[src/rtl/crop_pkg.sv]
`default_nettype none
// ============================================================================
//  Module      : crop_pkg
//  Description : Shared constants for the crop controller: register indices,
//                CTRL/STATUS bit positions, FSM state encoding and a helper
//                to pack an (x, y) pair into the register layout.
//  Revision    : 1.0 - initial release
// ============================================================================
package crop_pkg;

    // Register indices on the configuration port
    localparam logic [2:0] c_addr_ctrl      = 3'd0;
    localparam logic [2:0] c_addr_start     = 3'd1;
    localparam logic [2:0] c_addr_end       = 3'd2;
    localparam logic [2:0] c_addr_step      = 3'd3;
    localparam logic [2:0] c_addr_status    = 3'd4;
    localparam logic [2:0] c_addr_act_start = 3'd5;
    localparam logic [2:0] c_addr_act_end   = 3'd6;

    // CTRL bit positions
    localparam int c_ctrl_en     = 0;
    localparam int c_ctrl_pan_en = 1;
    localparam int c_ctrl_commit = 2;

    // STATUS bit positions
    localparam int c_stat_pending = 0;
    localparam int c_stat_err     = 1;

    // Frame-update FSM encoding
    localparam logic [1:0] c_st_idle  = 2'd0;
    localparam logic [1:0] c_st_check = 2'd1;
    localparam logic [1:0] c_st_load  = 2'd2;

    // x lives in the low half-word, y in the high half-word
    function automatic logic [31:0] pack_xy(input logic [15:0] x, input logic [15:0] y);
        return {y, x};
    endfunction

endpackage
`default_nettype wire

[src/rtl/crop_pan_axis.sv]
`default_nettype none
// ============================================================================
//  Module      : crop_pan_axis
//  Description : One axis of the auto-pan arithmetic. Advances the window by
//                STEP; if the new end would pass the frame edge, the window
//                wraps to the origin keeping its width.
//  Revision    : 1.0 - initial release
// ============================================================================
module crop_pan_axis #(
    parameter int W    = 11,
    parameter int DISP = 1280
) (
    input  logic [W-1:0] cur_start,
    input  logic [W-1:0] cur_end,
    input  logic [W-1:0] step,
    output logic [W-1:0] nxt_start,
    output logic [W-1:0] nxt_end
);

    localparam logic [W:0] c_disp = (W+1)'(DISP);

    logic [W:0] w_sum;

    // One extra bit so an overflowing end is detected rather than wrapped
    always_comb begin
        w_sum = {1'b0, cur_end} + {1'b0, step};
        if (w_sum > c_disp) begin
            nxt_start = '0;
            nxt_end   = cur_end - cur_start;
        end else begin
            nxt_start = cur_start + step;
            nxt_end   = w_sum[W-1:0];
        end
    end

endmodule
`default_nettype wire

[src/rtl/crop_ctrl.sv]
`default_nettype none
// ============================================================================
//  Module      : crop_ctrl
//  Description : Frame-synchronous crop window controller. Shadow window and
//                pan registers are written through the config port; at each
//                vsync rising edge the FSM validates the shadow values (or
//                computes the auto-pan step) and commits the result to the
//                active window outputs, so the window never moves mid-frame.
//  Revision    : 1.0 - initial release
// ============================================================================
module crop_ctrl
    import crop_pkg::*;
#(
    parameter int H_DISP = 1280,
    parameter int V_DISP = 720,
    parameter int X_W    = 11,
    parameter int Y_W    = 11
) (
    input  logic           clk,
    input  logic           rst,
    input  logic           cfg_we,
    input  logic           cfg_re,
    input  logic [2:0]     cfg_addr,
    input  logic [31:0]    cfg_wdata,
    output logic [31:0]    cfg_rdata,
    input  logic           vs_in,
    output logic           crop_en,
    output logic [X_W-1:0] start_x,
    output logic [X_W-1:0] end_x,
    output logic [Y_W-1:0] start_y,
    output logic [Y_W-1:0] end_y,
    output logic           frame_irq
);

    localparam logic [X_W:0] c_h_disp = (X_W+1)'(H_DISP);
    localparam logic [Y_W:0] c_v_disp = (Y_W+1)'(V_DISP);

    // Vsync edge detection
    logic           r_vs_q1;
    logic           r_vs_q2;
    logic           r_edge;
    logic           w_edge;

    logic [1:0]     r_state;

    // Software-visible shadow state
    logic           r_en;
    logic           r_pan_en;
    logic [X_W-1:0] r_sh_sx;
    logic [X_W-1:0] r_sh_ex;
    logic [Y_W-1:0] r_sh_sy;
    logic [Y_W-1:0] r_sh_ey;
    logic [X_W-1:0] r_step_x;
    logic [Y_W-1:0] r_step_y;
    logic           r_pending;
    logic           r_pend_defer;
    logic           r_err;
    logic [15:0]    r_frame_cnt;

    // Candidate window captured in CHECK, applied in LOAD
    logic [X_W-1:0] r_cand_sx;
    logic [X_W-1:0] r_cand_ex;
    logic [Y_W-1:0] r_cand_sy;
    logic [Y_W-1:0] r_cand_ey;
    logic           r_cand_load;
    logic           r_cand_bad;

    logic [X_W-1:0] w_cand_sx;
    logic [X_W-1:0] w_cand_ex;
    logic [Y_W-1:0] w_cand_sy;
    logic [Y_W-1:0] w_cand_ey;
    logic           w_cand_load;
    logic           w_cand_bad;
    logic           w_sh_valid;

    logic [X_W-1:0] w_pan_sx;
    logic [X_W-1:0] w_pan_ex;
    logic [Y_W-1:0] w_pan_sy;
    logic [Y_W-1:0] w_pan_ey;

    logic           w_wr_ctrl;
    logic           w_commit_wr;
    logic           w_blocked;
    logic           w_err_clr;
    logic           w_unused_wdata;

    assign w_edge      = r_vs_q1 & ~r_vs_q2;
    assign w_wr_ctrl   = cfg_we && (cfg_addr == c_addr_ctrl);
    assign w_commit_wr = w_wr_ctrl && cfg_wdata[c_ctrl_commit];
    assign w_err_clr   = cfg_we && (cfg_addr == c_addr_status) && cfg_wdata[c_stat_err];
    // A commit landing between the vsync edge and the end of LOAD belongs to the next frame
    assign w_blocked   = w_edge | r_edge | (r_state != c_st_idle);
    assign w_unused_wdata = ^cfg_wdata;

    // Synchronise vsync and register its rising edge as the FSM trigger
    always_ff @(posedge clk) begin
        if (rst) begin
            r_vs_q1 <= 1'b0;
            r_vs_q2 <= 1'b0;
            r_edge  <= 1'b0;
        end else begin
            r_vs_q1 <= vs_in;
            r_vs_q2 <= r_vs_q1;
            r_edge  <= w_edge;
        end
    end

    // Frame update sequencer: IDLE -> CHECK -> LOAD -> IDLE
    always_ff @(posedge clk) begin
        if (rst) begin
            r_state <= c_st_idle;
        end else begin
            case (r_state)
                c_st_idle:  if (r_edge) r_state <= c_st_check;
                c_st_check: r_state <= c_st_load;
                c_st_load:  r_state <= c_st_idle;
                default:    r_state <= c_st_idle;
            endcase
        end
    end

    // Shadow register writes
    always_ff @(posedge clk) begin
        if (rst) begin
            r_en     <= 1'b0;
            r_pan_en <= 1'b0;
            r_sh_sx  <= '0;
            r_sh_sy  <= '0;
            r_sh_ex  <= '0;
            r_sh_ey  <= '0;
            r_step_x <= '0;
            r_step_y <= '0;
        end else if (cfg_we) begin
            case (cfg_addr)
                c_addr_ctrl: begin
                    r_en     <= cfg_wdata[c_ctrl_en];
                    r_pan_en <= cfg_wdata[c_ctrl_pan_en];
                end
                c_addr_start: begin
                    r_sh_sx <= cfg_wdata[X_W-1:0];
                    r_sh_sy <= cfg_wdata[16+Y_W-1:16];
                end
                c_addr_end: begin
                    r_sh_ex <= cfg_wdata[X_W-1:0];
                    r_sh_ey <= cfg_wdata[16+Y_W-1:16];
                end
                c_addr_step: begin
                    r_step_x <= cfg_wdata[X_W-1:0];
                    r_step_y <= cfg_wdata[16+Y_W-1:16];
                end
                default: ;
            endcase
        end
    end

    // Pending commit bookkeeping and sticky error flag
    always_ff @(posedge clk) begin
        if (rst) begin
            r_pending    <= 1'b0;
            r_pend_defer <= 1'b0;
            r_err        <= 1'b0;
        end else begin
            if (r_state == c_st_load) begin
                r_pending    <= r_pend_defer | w_commit_wr;
                r_pend_defer <= 1'b0;
            end else if (w_commit_wr) begin
                if (w_blocked) r_pend_defer <= 1'b1;
                else           r_pending    <= 1'b1;
            end

            if ((r_state == c_st_load) && r_cand_bad) r_err <= 1'b1;
            else if (w_err_clr)                      r_err <= 1'b0;
        end
    end

    crop_pan_axis #(.W(X_W), .DISP(H_DISP)) u_pan_x (
        .cur_start (start_x),
        .cur_end   (end_x),
        .step      (r_step_x),
        .nxt_start (w_pan_sx),
        .nxt_end   (w_pan_ex)
    );

    crop_pan_axis #(.W(Y_W), .DISP(V_DISP)) u_pan_y (
        .cur_start (start_y),
        .cur_end   (end_y),
        .step      (r_step_y),
        .nxt_start (w_pan_sy),
        .nxt_end   (w_pan_ey)
    );

    // Candidate window: explicit commit wins over auto-pan
    always_comb begin
        w_sh_valid  = (r_sh_sx < r_sh_ex) && (r_sh_sy < r_sh_ey) &&
                      ({1'b0, r_sh_ex} <= c_h_disp) && ({1'b0, r_sh_ey} <= c_v_disp);
        w_cand_sx   = start_x;
        w_cand_ex   = end_x;
        w_cand_sy   = start_y;
        w_cand_ey   = end_y;
        w_cand_load = 1'b0;
        w_cand_bad  = 1'b0;
        if (r_pending) begin
            w_cand_sx   = r_sh_sx;
            w_cand_ex   = r_sh_ex;
            w_cand_sy   = r_sh_sy;
            w_cand_ey   = r_sh_ey;
            w_cand_load = w_sh_valid;
            w_cand_bad  = ~w_sh_valid;
        end else if (r_pan_en) begin
            w_cand_sx   = w_pan_sx;
            w_cand_ex   = w_pan_ex;
            w_cand_sy   = w_pan_sy;
            w_cand_ey   = w_pan_ey;
            w_cand_load = 1'b1;
        end
    end

    // Capture the candidate during CHECK
    always_ff @(posedge clk) begin
        if (rst) begin
            r_cand_sx   <= '0;
            r_cand_ex   <= '0;
            r_cand_sy   <= '0;
            r_cand_ey   <= '0;
            r_cand_load <= 1'b0;
            r_cand_bad  <= 1'b0;
        end else if (r_state == c_st_check) begin
            r_cand_sx   <= w_cand_sx;
            r_cand_ex   <= w_cand_ex;
            r_cand_sy   <= w_cand_sy;
            r_cand_ey   <= w_cand_ey;
            r_cand_load <= w_cand_load;
            r_cand_bad  <= w_cand_bad;
        end
    end

    // Commit the active window, enable and frame counter at LOAD
    always_ff @(posedge clk) begin
        if (rst) begin
            crop_en     <= 1'b0;
            start_x     <= '0;
            start_y     <= '0;
            end_x       <= X_W'(H_DISP);
            end_y       <= Y_W'(V_DISP);
            frame_irq   <= 1'b0;
            r_frame_cnt <= '0;
        end else if (r_state == c_st_load) begin
            if (r_cand_load) begin
                start_x <= r_cand_sx;
                end_x   <= r_cand_ex;
                start_y <= r_cand_sy;
                end_y   <= r_cand_ey;
            end
            crop_en     <= r_en;
            frame_irq   <= 1'b1;
            r_frame_cnt <= r_frame_cnt + 16'd1;
        end else begin
            frame_irq <= 1'b0;
        end
    end

    // Registered read port; data holds until the next read strobe
    always_ff @(posedge clk) begin
        if (rst) begin
            cfg_rdata <= '0;
        end else if (cfg_re) begin
            case (cfg_addr)
                c_addr_ctrl:      cfg_rdata <= {30'd0, r_pan_en, r_en};
                c_addr_start:     cfg_rdata <= pack_xy(16'(r_sh_sx), 16'(r_sh_sy));
                c_addr_end:       cfg_rdata <= pack_xy(16'(r_sh_ex), 16'(r_sh_ey));
                c_addr_step:      cfg_rdata <= pack_xy(16'(r_step_x), 16'(r_step_y));
                c_addr_status:    cfg_rdata <= {r_frame_cnt, 14'd0, r_err, r_pending | r_pend_defer};
                c_addr_act_start: cfg_rdata <= pack_xy(16'(start_x), 16'(start_y));
                c_addr_act_end:   cfg_rdata <= pack_xy(16'(end_x), 16'(end_y));
                default:          cfg_rdata <= '0;
            endcase
        end
    end

endmodule
`default_nettype wire

[config.mk]
export PLATFORM = sky130hd
export DESIGN_NAME = crop_ctrl
export DESIGN_NICKNAME = d
export VERILOG_FILES = /design/src/rtl/crop_pkg.sv /design/src/rtl/crop_pan_axis.sv /design/src/rtl/crop_ctrl.sv
export SDC_FILE = /design/constraint.sdc
export NUM_CORES = 1
export LEC_CHECK = 0
export BUFFER_PORTS_ARGS = -buffer_cell sky130_fd_sc_hd__buf_2
export CAP_MARGIN = 20
export CELL_PAD_IN_SITES_DETAIL_PLACEMENT = 1
export CELL_PAD_IN_SITES_GLOBAL_PLACEMENT = 2
export CORE_MARGIN = 8
export CORE_UTILIZATION = 38
export CTS_CLUSTER_SIZE = 28
export DETAILED_ROUTE_END_ITERATION = 8
export GPL_TIMING_DRIVEN = 0
export PLACE_DENSITY = 0.86
export SYNTH_ARGS = -nofsm -noshare
export SYNTH_HDL_FRONTEND = slang
export SYNTH_SLANG_ARGS = --single-unit
[constraint.sdc]
create_clock -name clk -period 6.2 [get_ports clk]
set_clock_uncertainty 0.2 [all_clocks]
set_input_delay 0.93 -clock clk [delete_from_list [all_inputs] [get_ports clk]]
set_output_delay 0.93 -clock clk [all_outputs]
set_load 0.005 [all_outputs]
== Word-level counts from Yosys, hierarchy flattened ==
Index checks and enable logic that the tools add are counted.
W data, S select, Z words.

* Register bits: 216
* Input bits: 40
* Output and inout port bits: 78

* Add/sub/neg operators: 7
* Magnitude comparators: 6
* Equal/unequal tests: 10
* Multiplexer cells: 24
* Bitwise logic cells: 7
* Reductions and logical operators: 21

{| class="wikitable"
|+ Operators by type and width
! kind !! count
|-
| $pmux W32 S7 || 1
|-
| $mux W11 || 12
|-
| $add A11 B11 Y12 || 2
|-
| $add A11 B11 Y11 || 2
|-
| $lt A11 B11 Y1 || 2
|-
| $sub A11 B11 Y11 || 2
|-
| $add A16 B1 Y16 const B || 1
|-
| $reduce_and A2 Y1 || 7
|-
| $gt A12 B10 Y1 const B || 1
|-
| $gt A12 B11 Y1 const B || 1
|-
| $le A11 B10 Y1 const B || 1
|-
| $le A11 B11 Y1 const B || 1
|-
| $eq A3 B3 Y1 const B || 3
|-
| $mux W1 || 9
|-
| $logic_and A1 B1 Y1 || 8
|-
| $eq A3 B2 Y1 const B || 2
|-
| $reduce_bool A2 Y1 || 3
|-
| $or A1 B1 Y1 || 4
|-
| $pmux W2 S2 || 1
|-
| $eq A3 B1 Y1 const B || 1
|-
| $logic_not A3 Y1 || 1
|-
| $eq A2 B1 Y1 const B || 1
|-
| $eq A2 B2 Y1 const B || 1
|-
| $logic_not A2 Y1 || 1
|-
| 6 further kinds || 7
|}

== Logic depth before layout (Yosys ltp) ==
Gate-level depths: netlist of run 1.

* Depth after elaboration: 7
* Gate-level depth with buffers: 11
* Gate-level depth less buffers: 11

== By module ==
From an unflattened synthesis of run 1, not the netlist that was laid out.

* Cells, all modules: 1,680
* Area total of the unflattened synthesis: 13,062.5 um^2

{| class="wikitable"
|+ By module, submodules not included
! module !! times used !! cells each !! area an instance (um^2) !! sequential area each (um^2)
|-
| crop_ctrl || 1 || 1,261 || 9,882.0 || 4,224.1
|-
| crop_pan_axis at u_pan_y || 1 || 213 || 1,639.1 || 0.0
|-
| crop_pan_axis at u_pan_x || 1 || 206 || 1,541.5 || 0.0
|}

== Worst setup path after synthesis of run 1 ==
Ideal clock, no wire load.

* Path type: reg2reg
* Start point: register end_y[0]
* End point: register r_cand_ey[10]
* Library setup time: 74 ps
* Data arrival time: 2,684 ps
* Setup slack: 3,242 ps
* Cell stages (with the launch flop): 11
* Path buffers: 0
* Period minus slack after synthesis: 2,958 ps
* Path through: dfxtp_1 ha_1 fa_1 a211oi_2 o21ai_1 a32oi_1 mux2i_1 o21bai_1 a21oi_2 or4_1 a31oi_1

* Longest elaborated chain between the ends: 5

{| class="wikitable"
|+ Ends and longest elaborated chain
! item !! RTL line !! text
|-
| start, declared || crop_ctrl.sv:31 || <nowiki>output logic [Y_W-1:0] end_y,</nowiki>
|-
| start signal, assigned || crop_ctrl.sv:244 || <nowiki>end_y <= Y_W'(V_DISP);</nowiki>
|-
| start signal, assigned || crop_ctrl.sv:252 || <nowiki>end_y <= r_cand_ey;</nowiki>
|-
| $add A11 B11 Y12 || crop_pan_axis.sv:26 || <nowiki>w_sum = {1'b0, cur_end} + {1'b0, step};</nowiki>
|-
| $gt A12 B10 Y1 || crop_pan_axis.sv:27 || <nowiki>if (w_sum > c_disp) begin</nowiki>
|-
| $mux W11 (*) || crop_pan_axis.sv:27 ||
|-
| $mux W11 (*) || crop_ctrl.sv:209 || <nowiki>end else if (r_pan_en) begin</nowiki>
|-
| $mux W11 (*) || crop_ctrl.sv:202 || <nowiki>if (r_pending) begin</nowiki>
|-
| end signal, assigned || crop_ctrl.sv:231 || <nowiki>r_cand_ey <= w_cand_ey;</nowiki>
|-
| end, declared || crop_ctrl.sv:64 || <nowiki>logic [Y_W-1:0] r_cand_ey;</nowiki>
|}

Every way passes the cells marked *; elsewhere a longest branch is shown, timed or not.
A chain may end at the register's enable or synchronous reset.

== Final worst setup path of run 1 ==
* Start point: register end_x[0]
* End point: register r_cand_ex[6]

* Longest elaborated chain between the ends: 5

{| class="wikitable"
|+ Ends and longest elaborated chain
! item !! RTL line !! text
|-
| start, declared || crop_ctrl.sv:29 || <nowiki>output logic [X_W-1:0] end_x,</nowiki>
|-
| start signal, assigned || crop_ctrl.sv:243 || <nowiki>end_x <= X_W'(H_DISP);</nowiki>
|-
| start signal, assigned || crop_ctrl.sv:250 || <nowiki>end_x <= r_cand_ex;</nowiki>
|-
| $add A11 B11 Y12 || crop_pan_axis.sv:26 ||
|-
| $gt A12 B11 Y1 || crop_pan_axis.sv:27 ||
|-
| $mux W11 (*) || crop_pan_axis.sv:27 ||
|-
| $mux W11 (*) || crop_ctrl.sv:209 ||
|-
| $mux W11 (*) || crop_ctrl.sv:202 ||
|-
| end signal, assigned || crop_ctrl.sv:229 || <nowiki>r_cand_ex <= w_cand_ex;</nowiki>
|-
| end, declared || crop_ctrl.sv:62 || <nowiki>logic [X_W-1:0] r_cand_ex;</nowiki>
|}

Marks and branches as above.

==> results of run 1 <==
[routing by layer]
metal	vias up	global-route usage, %
met5	-	0
met4	0	9.80
met3	112	2.74
met2	408	44.5
met1	6455	34.1
li1	6058	-
[stage by stage]
stage | util (%) | cell area (um2) | worst slack, ns | cells
2_1_floorplan | - | 12700 | 3.24 | 1624
3_3_place_gp | 41.4 | 13700 | 2.64 | 2173
3_5_place_dp | 41.4 | 13700 | 2.61 | 2173
4_1_cts | 43.9 | 14600 | 2.57 | 2219
5_1_grt | 43.9 | 14600 | 2.43 | 2219
6_report | 43.9 | 14600 | 2.56 | 2219
[worst max path at each step]
stage	start	to	slack (ns)
after floorplan	end_y[0]	r_cand_ey[10]	3.24
after global placement	end_x[0]	r_cand_ex[6]	2.64
after detailed placement	end_x[0]	r_cand_ex[6]	2.61
after CTS	end_x[0]	r_cand_ex[6]	2.57
after global routing	end_x[0]	r_cand_ex[6]	2.43
final	end_x[0]	r_cand_ex[6]	2.56
[state kept, by name, summed over array words and instances (netlist names), 2 cells and up]
register and count:
cfg_rdata 27, r_frame_cnt 16, end_x 11, end_y 11, r_cand_ex 11, r_cand_ey 11, r_cand_sx 11, r_cand_sy 11
r_sh_ex 11, r_sh_ey 11, r_sh_sx 11, r_sh_sy 11, r_step_x 11, r_step_y 11, start_x 11, start_y 11
r_state 2
[power groups by stage]
| stage | sequential (mW) | clock, mW | combinational [mW] |
|---|---|---|---|
| final | 1.41 | 1.51 | 0.296 |
| after global routing | 1.41 | 1.58 | 0.318 |
| after CTS | 1.41 | 1.53 | 0.291 |
| after detailed placement | 1.44 | 0 | 0.288 |
| after global placement | 1.43 | 0 | 0.283 |
| after floorplan | 1.42 | 0 | 0.185 |
[cell usage after synthesis, types with 4 or more instances]
| master | number | area share, % |
|---|---|---|
| sky130_fd_sc_hd__nor3_1 | 29 | 1.1 |
| sky130_fd_sc_hd__fa_1 | 6 | 0.95 |
| sky130_fd_sc_hd__a211oi_1 | 25 | 1.5 |
| sky130_fd_sc_hd__o21ai_1 | 4 | 0.16 |
| sky130_fd_sc_hd__a221oi_1 | 46 | 3.2 |
| sky130_fd_sc_hd__inv_1 | 61 | 1.8 |
| sky130_fd_sc_hd__nor2b_1 | 18 | 0.89 |
| sky130_fd_sc_hd__a31oi_1 | 14 | 0.69 |
| sky130_fd_sc_hd__clkbuf_1 | 89 | 2.6 |
| sky130_fd_sc_hd__a22oi_1 | 19 | 1.1 |
| sky130_fd_sc_hd__a21o_1 | 15 | 0.89 |
| sky130_fd_sc_hd__ha_1 | 83 | 8.2 |
| sky130_fd_sc_hd__xnor2_1 | 26 | 1.8 |
| sky130_fd_sc_hd__nand2_1 | 283 | 8.4 |
| sky130_fd_sc_hd__nor4_1 | 7 | 0.35 |
| sky130_fd_sc_hd__or4_1 | 6 | 0.36 |
| sky130_fd_sc_hd__o22ai_1 | 7 | 0.35 |
| sky130_fd_sc_hd__o21ai_0 | 85 | 3.4 |
| sky130_fd_sc_hd__nand2b_1 | 8 | 0.40 |
| sky130_fd_sc_hd__mux2_2 | 19 | 1.7 |
| sky130_fd_sc_hd__nor3b_1 | 8 | 0.47 |
| sky130_fd_sc_hd__nand3_1 | 36 | 1.4 |
| sky130_fd_sc_hd__or3_1 | 6 | 0.30 |
| sky130_fd_sc_hd__dfxtp_1 | 211 | 33 |
| sky130_fd_sc_hd__o21a_1 | 6 | 0.36 |
| sky130_fd_sc_hd__a21oi_1 | 185 | 7.3 |
| sky130_fd_sc_hd__xor2_1 | 26 | 1.8 |
| sky130_fd_sc_hd__buf_1 | 4 | 0.12 |
| sky130_fd_sc_hd__a31o_2 | 5 | 0.35 |
| sky130_fd_sc_hd__nor2_1 | 129 | 3.8 |
| sky130_fd_sc_hd__o211ai_1 | 11 | 0.65 |
| sky130_fd_sc_hd__buf_4 | 6 | 0.36 |
| sky130_fd_sc_hd__mux2i_1 | 38 | 3.0 |
| sky130_fd_sc_hd__a221o_1 | 8 | 0.63 |
| sky130_fd_sc_hd__and3_1 | 9 | 0.45 |
| sky130_fd_sc_hd__o21bai_1 | 5 | 0.30 |
| sky130_fd_sc_hd__nand4_1 | 9 | 0.45 |
[cell type report]
cell class | instances | area (um2)
Clock inverter | 11 | 116
Buffer | 103 | 427
Tap cell | 448 | 561
Multi-Input combinational cell | 1248 | 7780
Sequential cell | 211 | 4220
Clock buffer | 35 | 713
Timing Repair Buffer | 101 | 505
Inverter | 62 | 233
Fill cell | 4179 | 18600
[layout by cell type (no fill, tap or decap), drive strengths merged, types with 19 or more instances in the layout]
cell and count:
buf 115, clkbuf 124, nand3 37, a21oi 190, a211oi 27, nor3 29, ha 83, inv 63
xnor2 26, nand2 283, dfxtp 211, nor2 129, mux2i 38, o21ai 89, xor2 26, a221oi 46
a22oi 19, mux2 19
[cell families (layout without fill, tap and decap cells)]
kind of cell               after synthesis  count (layout)
and+or+nand+nor                        566             566
AOI/OAI and AO/OA                      479             479
DFF                                    211             211
buffers and inverters                  165             312
adders and majority gates               89              89
muxes                                   57              57
xor gates and xnor gates                52              52
other                                    1               5
==> insert_results.sql, run 1 <==
INSERT INTO impl_metrics (metric_group, metric, value, unit) VALUES
('outcome', 'outcome', 'finished clean', ''),
('timing', 'max-slew-margin-rel', '34.8', '%'),
('synthesis', 'synth_compound_area_share', '24.3', '%'),
('floorplan', 'core', '33200', 'um2'),
('synthesis', 'synthesis.instances', '1620', ''),
('run', 'number_of_max_cap_violations', '0', ''),
('route', 'post-route-drc-count', '0', ''),
('grt', 'grtUsageTotal', '26.2', '%'),
('place', 'io_buffer_count', '101', ''),
('worst_setup_path', 'crit_path_end_kind', 'flip-flop', ''),
('timing', 'whs', '0.215', 'ns'),
('worst_setup_path', 'crit_path_cell_trace', 'ha_1 -> fa_1 -> a211o_1 -> nand4b_1 -> nand4_1 -> nor4_2 -> o221ai_2 -> a21oi_4 -> buf_6 -> mux2i_1 -> o32ai_1', ''),
('route', 'route.antenna.remaining_nets', '0', ''),
('timing', 'totalNegativeSetupSlack', '0', 'ns'),
('synthesis', 'synthAdderAreaFrac', '9.16', '%'),
('power', 'share_of_total_power_in_the_clock_network', '47.1', '%'),
('worst_setup_path', 'worst-setup-path-type', 'reg2reg', ''),
('timing', 'worstMarginPinSlew', '0.978', 'ns'),
('floorplan', 'floorplan.initialDensity', '38.1', '%'),
('timing', 'hold_viol', '0', ''),
('synthesis', 'synth-simple-area-share', '19.6', '%'),
('route', 'met3_wirelength', '2.46', 'mm'),
('floorplan', 'rows', '67', ''),
('timing', 'finalCritPeriodShare', '58.7', '%'),
('clock_network', 'htreeDepth', '1', ''),
('floorplan', 'floorplan.die_area', '39400', 'um2'),
('final_layout', 'drive_gt1_share', '10.8', '%'),
('floorplan', 'floorplan.die.height', '198', 'um'),
('route', 'routed-via-count', '13000', ''),
('worst_setup_path', 'worst-path-max-fanout', '10', ''),
('clock_network', 'clk_path_buf_depth', '3', ''),
('worst_setup_path', 'critPathArrivalTime', '3.83', 'ns'),
('route', 'wl', '52.8', 'mm'),
('route', 'routed-wl-met2', '24.7', 'mm'),
('clock_network', 'number_of_post_cts_setup_repair_buffers', '0', ''),
('power', 'sw_frac_of_total', '26.6', '%'),
('floorplan', 'die_w', '198', 'um'),
('worst_setup_path', 'r2r.worst_path.cells', '11', ''),
('clock_network', 'cts-root-buf', 'sky130_fd_sc_hd__clkbuf_16', ''),
('synthesis', 'synth.yosys.warnings', '0', ''),
('timing', 'slew_viol_final', '0', ''),
('clock_network', 'cts_resized', '0', ''),
('final_layout', 'num_antenna_cells', '0', ''),
('clock_network', 'ctsHoldBuffers', '0', ''),
('worst_setup_path', 'critical_path_buf_inv_count', '1', ''),
('route', 'first_iter_violations', '1013', ''),
('worst_setup_path', 'crit-reg2reg-launch', 'end_x[0]', ''),
('route', 'vias_per_cell', '5.87', ''),
('place', 'dpl.hpwl', '41.1', 'mm'),
('synthesis', 'ys_types', '81', ''),
('grt', 'number_of_global_route_vias_before_repair', '13400', ''),
('worst_setup_path', 'timing.critical_path.from_type', 'flip-flop', ''),
('synthesis', 'ys_ff_latch', '211', ''),
('route', 'drt-met1-wl', '23.5', 'mm'),
('floorplan', 'ioPinCount', '118', ''),
('grt', 'grt_max_degree', '13', ''),
('route', 'routedWlPerCell', '23.8', 'um'),
('synthesis', 'synth-edff-count', '0', ''),
('hold_path', 'hold_end', 'r_edge', ''),
('timing', 'fin_crit', '3.64', 'ns'),
('power', 'combinational_group_share_of_total_power', '9.2', '%'),
('synthesis', 'synth.area.mux_share', '4.70', '%'),
('route', 'drt_first_pass_iters', '5', ''),
('final_layout', 'fin_nets', '1881', ''),
('worst_setup_path', 'cp.depth', '11', ''),
('hold_path', 'min_from', 'r_vs_q2', ''),
('synthesis', 'synthesis.area', '12600', 'um2'),
('timing', 'report.final.setup_viol', '0', ''),
('synthesis', 'synth_top_family_by_area', 'compound AO/OA/AOI/OAI gates', ''),
('worst_setup_path', 'reg2reg_to', 'r_cand_ex[6]', ''),
('clock_network', 'clock_sink_count', '211', '');
Note: power is estimated with default switching activity, not from simulation.
==> inputs of run 2 (changes only) <==
Settings changed: CORE_UTILIZATION 38 to 36, PLACE_DENSITY 0.86 to 0.82.
Clock period 6.2 ns to 3.4 ns, I/O delays scaled along.
==> insert_results.sql, run 2 (same netlist as run 1, synthesis figures left out) <==
INSERT INTO impl_metrics (metric_group, metric, value, unit) VALUES
('route', 'routedWlPerCell', '24.3', 'um'),
('power', 'internal_power', '4.57', 'mW'),
('final_layout', 'layout.cells.most_common', 'sky130_fd_sc_hd__nand2_1', ''),
('place', 'dpl.hpwl', '41.7', 'mm'),
('power', 'power.switching', '1.63', 'mW'),
('route', 'route.antenna.remaining_nets', '0', ''),
('timing', 'totalNegativeSetupSlack', '0', 'ns'),
('route', 'wl', '54.5', 'mm'),
('worst_setup_path', 'critPathArrivalTime', '3.54', 'ns'),
('worst_setup_path', 'crit_start', 'r_step_x[0]', ''),
('final_layout', 'max_flop_register', 'cfg_rdata', ''),
('timing', 'max_clock_freq', '0.299', 'GHz'),
('floorplan', 'floorplan.initialDensity', '36.6', '%'),
('route', 'post-route-drc-count', '0', ''),
('place', 'io_buffer_count', '101', ''),
('power', 'pwr_density', '412', 'nW/um2'),
('floorplan', 'core', '34500', 'um2'),
('timing', 'hold_viol', '0', ''),
('run', 'number_of_max_cap_violations', '0', ''),
('grt', 'grtUsageTotal', '25.3', '%'),
('worst_setup_path', 'worst-setup-path-type', 'reg2reg', ''),
('floorplan', 'floorplan.die_area', '41400', 'um2'),
('route', 'routed-via-count', '13100', ''),
('final_layout', 'fin_nets', '1900', ''),
('clock_network', 'cts_made_buffers', '26', ''),
('grt', 'grt_pass1_wl', '81.1', 'mm'),
('grt', 'grt-ovfl-total', '0', ''),
('place', 'area_after_dpl', '13700', 'um2'),
('clock_network', 'htreeDepth', '1', ''),
('timing', 'rsz0062_at_grt', 'true', ''),
('worst_setup_path', 'worst-path-max-fanout', '5', ''),
('final_layout', 'fin_area', '15100', 'um2'),
('final_layout', 'number_of_standard_cells_in_the_layout_taps_in_and_fillers_out', '2247', ''),
('route', 'vias_per_cell', '5.84', ''),
('clock_network', 'cts-root-buf', 'sky130_fd_sc_hd__clkbuf_16', ''),
('final_layout', 'layout_top_registers', 'cfg_rdata (27), r_frame_cnt (16)', ''),
('power', 'ir_worst_vdd', '0.348', 'mV'),
('power', 'share_of_total_power_in_the_clock_network', '48.6', '%'),
('hold_path', 'worstHoldPathType', 'in2reg', ''),
('grt', 'number_of_global_route_vias_before_repair', '13100', ''),
('timing', 'report.final.setup_viol', '0', ''),
('clock_network', 'clock_sink_count', '211', ''),
('final_layout', 'highest_count_cells_in_the_layout_ignoring_fill_and_taps', 'sky130_fd_sc_hd__nand2_1, sky130_fd_sc_hd__dfxtp_1, sky130_fd_sc_hd__a21oi_1, sky130_fd_sc_hd__nor2_1, sky130_fd_sc_hd__buf_2', ''),
('route', 'drt_first_pass_iters', '5', ''),
('clock_network', 'worstSkewPairLatency', '0.56', 'ns'),
('final_layout', 'flip_flop_count_of_the_largest_register_after_layout', '27', ''),
('route', 'first_iter_violations', '747', ''),
('floorplan', 'floorplan.die.height', '203', 'um'),
('clock_network', 'cts.clk_slew.worst_paths', '0.06', 'ns'),
('final_layout', 'fillers', '4294', ''),
('grt', 'grt_antenna_before_repair', '0', ''),
('final_layout', 'drive_gt1_share', '13.8', '%'),
('place', 'globalplace.congestion', '0.904', ''),
('clock_network', 'tritoncts_clock_tree', 'built', ''),
('final_layout', 'area_overhead_vs_synth', '19.1', '%'),
('worst_setup_path', 'crit-reg2reg-launch', 'r_step_x[0]', ''),
('timing', 'max-slew-margin-rel', '34.2', '%'),
('power', 'total_power_consumption_of_the_routed_design', '6.20', 'mW'),
('timing', 'slew_viol_final', '0', ''),
('outcome', 'outcome', 'finished clean', ''),
('clock_network', 'clk_path_buf_depth', '3', ''),
('hold_path', 'min_from', 'cfg_wdata[5]', ''),
('place', 'place.detailed.instances', '2180', ''),
('floorplan', 'ioPinCount', '118', ''),
('timing', 'fin_crit', '3.34', 'ns'),
('power', 'sw_frac_of_total', '26.3', '%'),
('floorplan', 'die_w', '203', 'um'),
('worst_setup_path', 'timing.critical_path.required', '3.60', 'ns'),
('power', 'seqPwrFrac', '41.3', '%'),
('power', 'leakage_power', '5.82', 'nW'),
('worst_setup_path', 'timing.critical_path.from_type', 'flip-flop', ''),
('floorplan', 'rows', '68', ''),
('timing', 'worstMarginPinSlew', '0.987', 'ns'),
('power', 'combinational_group_share_of_total_power', '10.0', '%'),
('grt', 'grt_max_degree', '13', ''),
('worst_setup_path', 'crit_path_end_kind', 'flip-flop', ''),
('timing', 'finalCritPeriodShare', '98.3', '%');
## run 2: cell types whose count changed in the layout (fill, tap and decap cells not counted), sizes merged, moves of 2 or more
cell,delta
clkinvlp,-2
clkinv,+2
clkbuf,+3
buf,+15
## run 2: worst paths after layout
kind | endpoint | slack, ns | cells past startpoint
max | r_cand_ex[6] | 0.06 | 11
max reg2reg | r_cand_ex[6] | 0.06 | 11
min reg2reg | r_edge | 0.22 | 1
min | r_sh_sx[5] | 0.02 | 3
## run 2: power groups by stage
stage                     registers [mW]  clock network [mW]  logic, mW
after floorplan                     2.60                   0      0.337
after global placement              2.62                   0      0.518
after detailed placement            2.62                   0      0.529
after CTS                           2.56                3.04      0.549
after global routing                2.57                3.13      0.667
final                               2.56                3.02      0.622
## run 2: per-stage QoR
step	worst slack (ns)	util (%)	hold slack (ns)
floorplan	0.442	-	0.192
finish	0.0581	43.6	0.0210
detailed placement	-0.227	39.8	0.214
CTS	0.0321	42.7	0.00718
global route	-0.0773	43.6	0.0239
global placement	-0.143	39.8	0.202
## run 2: final cells by class
cell class | instances | area [um2] | area share, %
tap | 455 | 569 | 3.78
clock inverter | 12 | 145 | 0.963
sequential | 211 | 4240 | 28.2
multi-input combinational | 1248 | 7960 | 52.8
clock buffer | 36 | 779 | 5.17
antenna | 1 | 2.50 | 0.0166
inverter | 62 | 233 | 1.54
buffer | 103 | 450 | 2.99
timing repair buffer | 119 | 689 | 4.58
## run 2: critical path, cell delays in order, from the launching register on
cell and delay [ns]:
sky130_fd_sc_hd__dfxtp_4 0.37, sky130_fd_sc_hd__ha_4 0.17, sky130_fd_sc_hd__fa_2 0.41, sky130_fd_sc_hd__a211o_1 0.38, sky130_fd_sc_hd__nand4b_1 0.11, sky130_fd_sc_hd__nand4_1 0.19
sky130_fd_sc_hd__nor4_2 0.36, sky130_fd_sc_hd__o221ai_2 0.17, sky130_fd_sc_hd__a21oi_4 0.26, sky130_fd_sc_hd__buf_12 0.18, sky130_fd_sc_hd__mux2i_4 0.28, sky130_fd_sc_hd__o32ai_2 0.11
## run 2: layer usage
| layer | vias to the layer above | share of wire (%) | global-route usage [%] |
|---|---|---|---|
| met5 | - | 0 | 0 |
| met4 | 0 | 4.5 | 9.97 |
| met3 | 119 | 4.7 | 3.46 |
| met2 | 379 | 47 | 43.2 |
| met1 | 6540 | 44 | 32.1 |
| li1 | 6092 | - | - |
## run 2: what timing repair did
item,in CTS,in global routing
setup endpoints to repair,21,33
cloned,0,2
pin swaps,4,22
gates resized for setup,8,48
hold buffers,1,0
hold endpoints to repair,1,0
buffers inserted,7,8
==> inputs of run 3 (changes only) <==
Settings changed: CORE_ASPECT_RATIO set to 1.4, CTS_CLUSTER_DIAMETER set to 40.
==> insert_results.sql, run 3 (same netlist as run 1, synthesis figures left out) <==
INSERT INTO impl_metrics (metric_group, metric, value, unit) VALUES
('route', 'wl', '54.8', 'mm'),
('timing', 'slew_viol_final', '0', ''),
('timing', 'fin_crit', '3.31', 'ns'),
('clock_network', 'cts-root-buf', 'sky130_fd_sc_hd__clkbuf_16', ''),
('floorplan', 'core', '34800', 'um2'),
('timing', 'max_clock_freq', '0.302', 'GHz'),
('timing', 'hold_viol', '0', ''),
('grt', 'grt_antenna_before_repair', '0', ''),
('hold_path', 'worstHoldPathCells', '2', ''),
('worst_setup_path', 'timing.critical_path.required', '3.58', 'ns'),
('route', 'met3_wirelength', '2.15', 'mm'),
('timing', 'report.final.setup_viol', '0', ''),
('route', 'vias_per_cell', '5.83', ''),
('route', 'post-route-drc-count', '0', ''),
('timing', 'max-slew-margin-rel', '37.1', '%'),
('grt', 'number_of_global_route_vias_before_repair', '13500', ''),
('power', 'pwr_density', '462', 'nW/um2'),
('clock_network', 'cts_made_buffers', '34', ''),
('route', 'drt_first_pass_iters', '5', ''),
('floorplan', 'rows', '81', ''),
('place', 'io_buffer_count', '101', ''),
('timing', 'finalCritPeriodShare', '97.4', '%'),
('clock_network', 'clock_sink_count', '211', ''),
('final_layout', 'drive_gt1_share', '13.2', '%'),
('timing', 'whs', '0.0176', 'ns'),
('grt', 'grt-ovfl-total', '0', ''),
('timing', 'worstMarginPinSlew', '0.943', 'ns'),
('final_layout', 'fin_nets', '1896', ''),
('floorplan', 'floorplan.initialDensity', '36.4', '%'),
('final_layout', 'flip_flop_count_of_the_largest_register_after_layout', '27', ''),
('final_layout', 'final_core_utilization', '43.4', '%'),
('clock_network', 'htreeDepth', '2', ''),
('place', 'globalplace.congestion', '0.908', ''),
('power', 'ir_worst_vdd', '0.385', 'mV'),
('final_layout', 'fillers', '4335', ''),
('place', 'area_after_dpl', '13700', 'um2'),
('clock_network', 'tritoncts_clock_tree', 'built', ''),
('route', 'routedWlPerCell', '24.4', 'um'),
('floorplan', 'ioPinCount', '118', ''),
('route', 'first_iter_violations', '680', ''),
('route', 'route.top_layer_used', 'met4', ''),
('hold_path', 'worstHoldPathType', 'in2reg', ''),
('final_layout', 'layout_top_registers', 'cfg_rdata (27), r_frame_cnt (16)', ''),
('route', 'routed-wl-met2', '27.6', 'mm'),
('worst_setup_path', 'crit_path_max_incr_delay', '0.39', 'ns'),
('place', 'dpl.hpwl', '42.7', 'mm'),
('final_layout', 'layout.cells.most_common', 'sky130_fd_sc_hd__nand2_1', ''),
('place', 'dp_slack', '-0.158', 'ns'),
('timing', 'postLayoutSetupSlackWorst', '0.0891', 'ns'),
('grt', 'grt_max_degree', '15', ''),
('grt', 'grt_pass1_wl', '82.0', 'mm'),
('final_layout', 'num_antenna_cells', '0', ''),
('worst_setup_path', 'r2r.worst_path.cells', '11', ''),
('route', 'route.antenna.remaining_nets', '0', ''),
('floorplan', 'floorplan.die_area', '41500', 'um2'),
('route', 'drt-met1-wl', '21.6', 'mm'),
('final_layout', 'area_overhead_vs_synth', '19.4', '%'),
('clock_network', 'ctsHoldBuffers', '0', ''),
('clock_network', 'worstSkewPairLatency', '0.54', 'ns'),
('power', 'total_power_consumption_of_the_routed_design', '6.98', 'mW'),
('worst_setup_path', 'timing.critical_path.from_type', 'flip-flop', ''),
('clock_network', 'clk_path_buf_depth', '3', ''),
('worst_setup_path', 'crit_path_top_delay_cell', 'sky130_fd_sc_hd__dfxtp_1', ''),
('outcome', 'outcome', 'finished clean', ''),
('worst_setup_path', 'crit_path_end_kind', 'flip-flop', ''),
('worst_setup_path', 'crit_path_cell_trace', 'ha_2 -> fa_2 -> a211o_1 -> nand4b_1 -> nand4_1 -> nor4_2 -> o221ai_2 -> a21oi_4 -> buf_8 -> mux2i_1 -> o32ai_1', ''),
('final_layout', 'fin_area', '15100', 'um2'),
('worst_setup_path', 'critPathArrivalTime', '3.49', 'ns'),
('route', 'routed-via-count', '13100', ''),
('worst_setup_path', 'worst-setup-path-type', 'reg2reg', ''),
('floorplan', 'die_w', '174', 'um'),
('run', 'number_of_max_cap_violations', '0', ''),
('power', 'leakage_power', '5.89', 'nW'),
('floorplan', 'floorplan.die.height', '238', 'um'),
('final_layout', 'highest_count_cells_in_the_layout_ignoring_fill_and_taps', 'sky130_fd_sc_hd__nand2_1, sky130_fd_sc_hd__dfxtp_1, sky130_fd_sc_hd__a21oi_1, sky130_fd_sc_hd__nor2_1, sky130_fd_sc_hd__buf_2', ''),
('final_layout', 'max_flop_register', 'cfg_rdata', ''),
('worst_setup_path', 'worst-path-max-fanout', '10', ''),
('grt', 'grtUsageTotal', '25.7', '%'),
('clock_network', 'cts.clk_slew.worst_paths', '0.06', 'ns');
run 3: through the flow:
stage,std cells,setup TNS [ns]
6_report,2248,0
5_1_grt,2248,-0.00281
4_1_cts,2246,0
3_5_place_dp,2181,-0.710
3_3_place_gp,2181,-0.371
2_1_floorplan,1624,0
run 3: path summary, 6_finish.rpt:
| path | startpoint | to | slack [ns] |
|---|---|---|---|
| worst max register to register | r_step_x[0] | r_cand_ex[6] | 0.09 |
| worst min register to register | r_vs_q2 | r_edge | 0.22 |
| worst min-delay path | vs_in | r_vs_q1 | 0.02 |
| worst max-delay path | r_step_x[0] | r_cand_ex[6] | 0.09 |
run 3: what timing repair did:
action	CTS	global route
endpoints found under the hold margin	0	0
buffers inserted	4	2
pin swaps	4	7
resized for setup	5	18
setup endpoints to repair	23	26
run 3: cell type report:
| type | count | area [um2] | share of cell area (%) |
|---|---|---|---|
| Tap cell | 456 | 571 | 3.78 |
| Inverter | 62 | 233 | 1.54 |
| Buffer | 103 | 433 | 2.87 |
| Timing Repair Buffer | 107 | 551 | 3.65 |
| Clock buffer | 37 | 893 | 5.92 |
| Clock inverter | 24 | 362 | 2.39 |
| Sequential cell | 211 | 4240 | 28.1 |
| Multi-Input combinational cell | 1248 | 7820 | 51.8 |
run 3: where the power goes:
group	leakage [nW]	switching [mW]	internal, mW	total [mW]
Clock	0.611	1.43	2.42	3.86
Combinational	3.57	0.365	0.186	0.551
Sequential	1.71	0.0488	2.52	2.57
run 3: worst max-delay path, delay by kind of cell (launching register included):
family / cells / cell delay, ns
mux: 1 / 0.29
simple gates: 3 / 0.61
buf+inv: 1 / 0.19
compound gates: 4 / 0.85
fa+ha+maj: 2 / 0.61
flops: 1 / 0.39
run 3: layer usage:
layer | track usage, % | vias up
met2 | 45.9 | 371
met5 | 0 | -
met3 | 2.94 | 142
met1 | 28.8 | 6505
met4 | 15.5 | 0
li1 | - | 6089
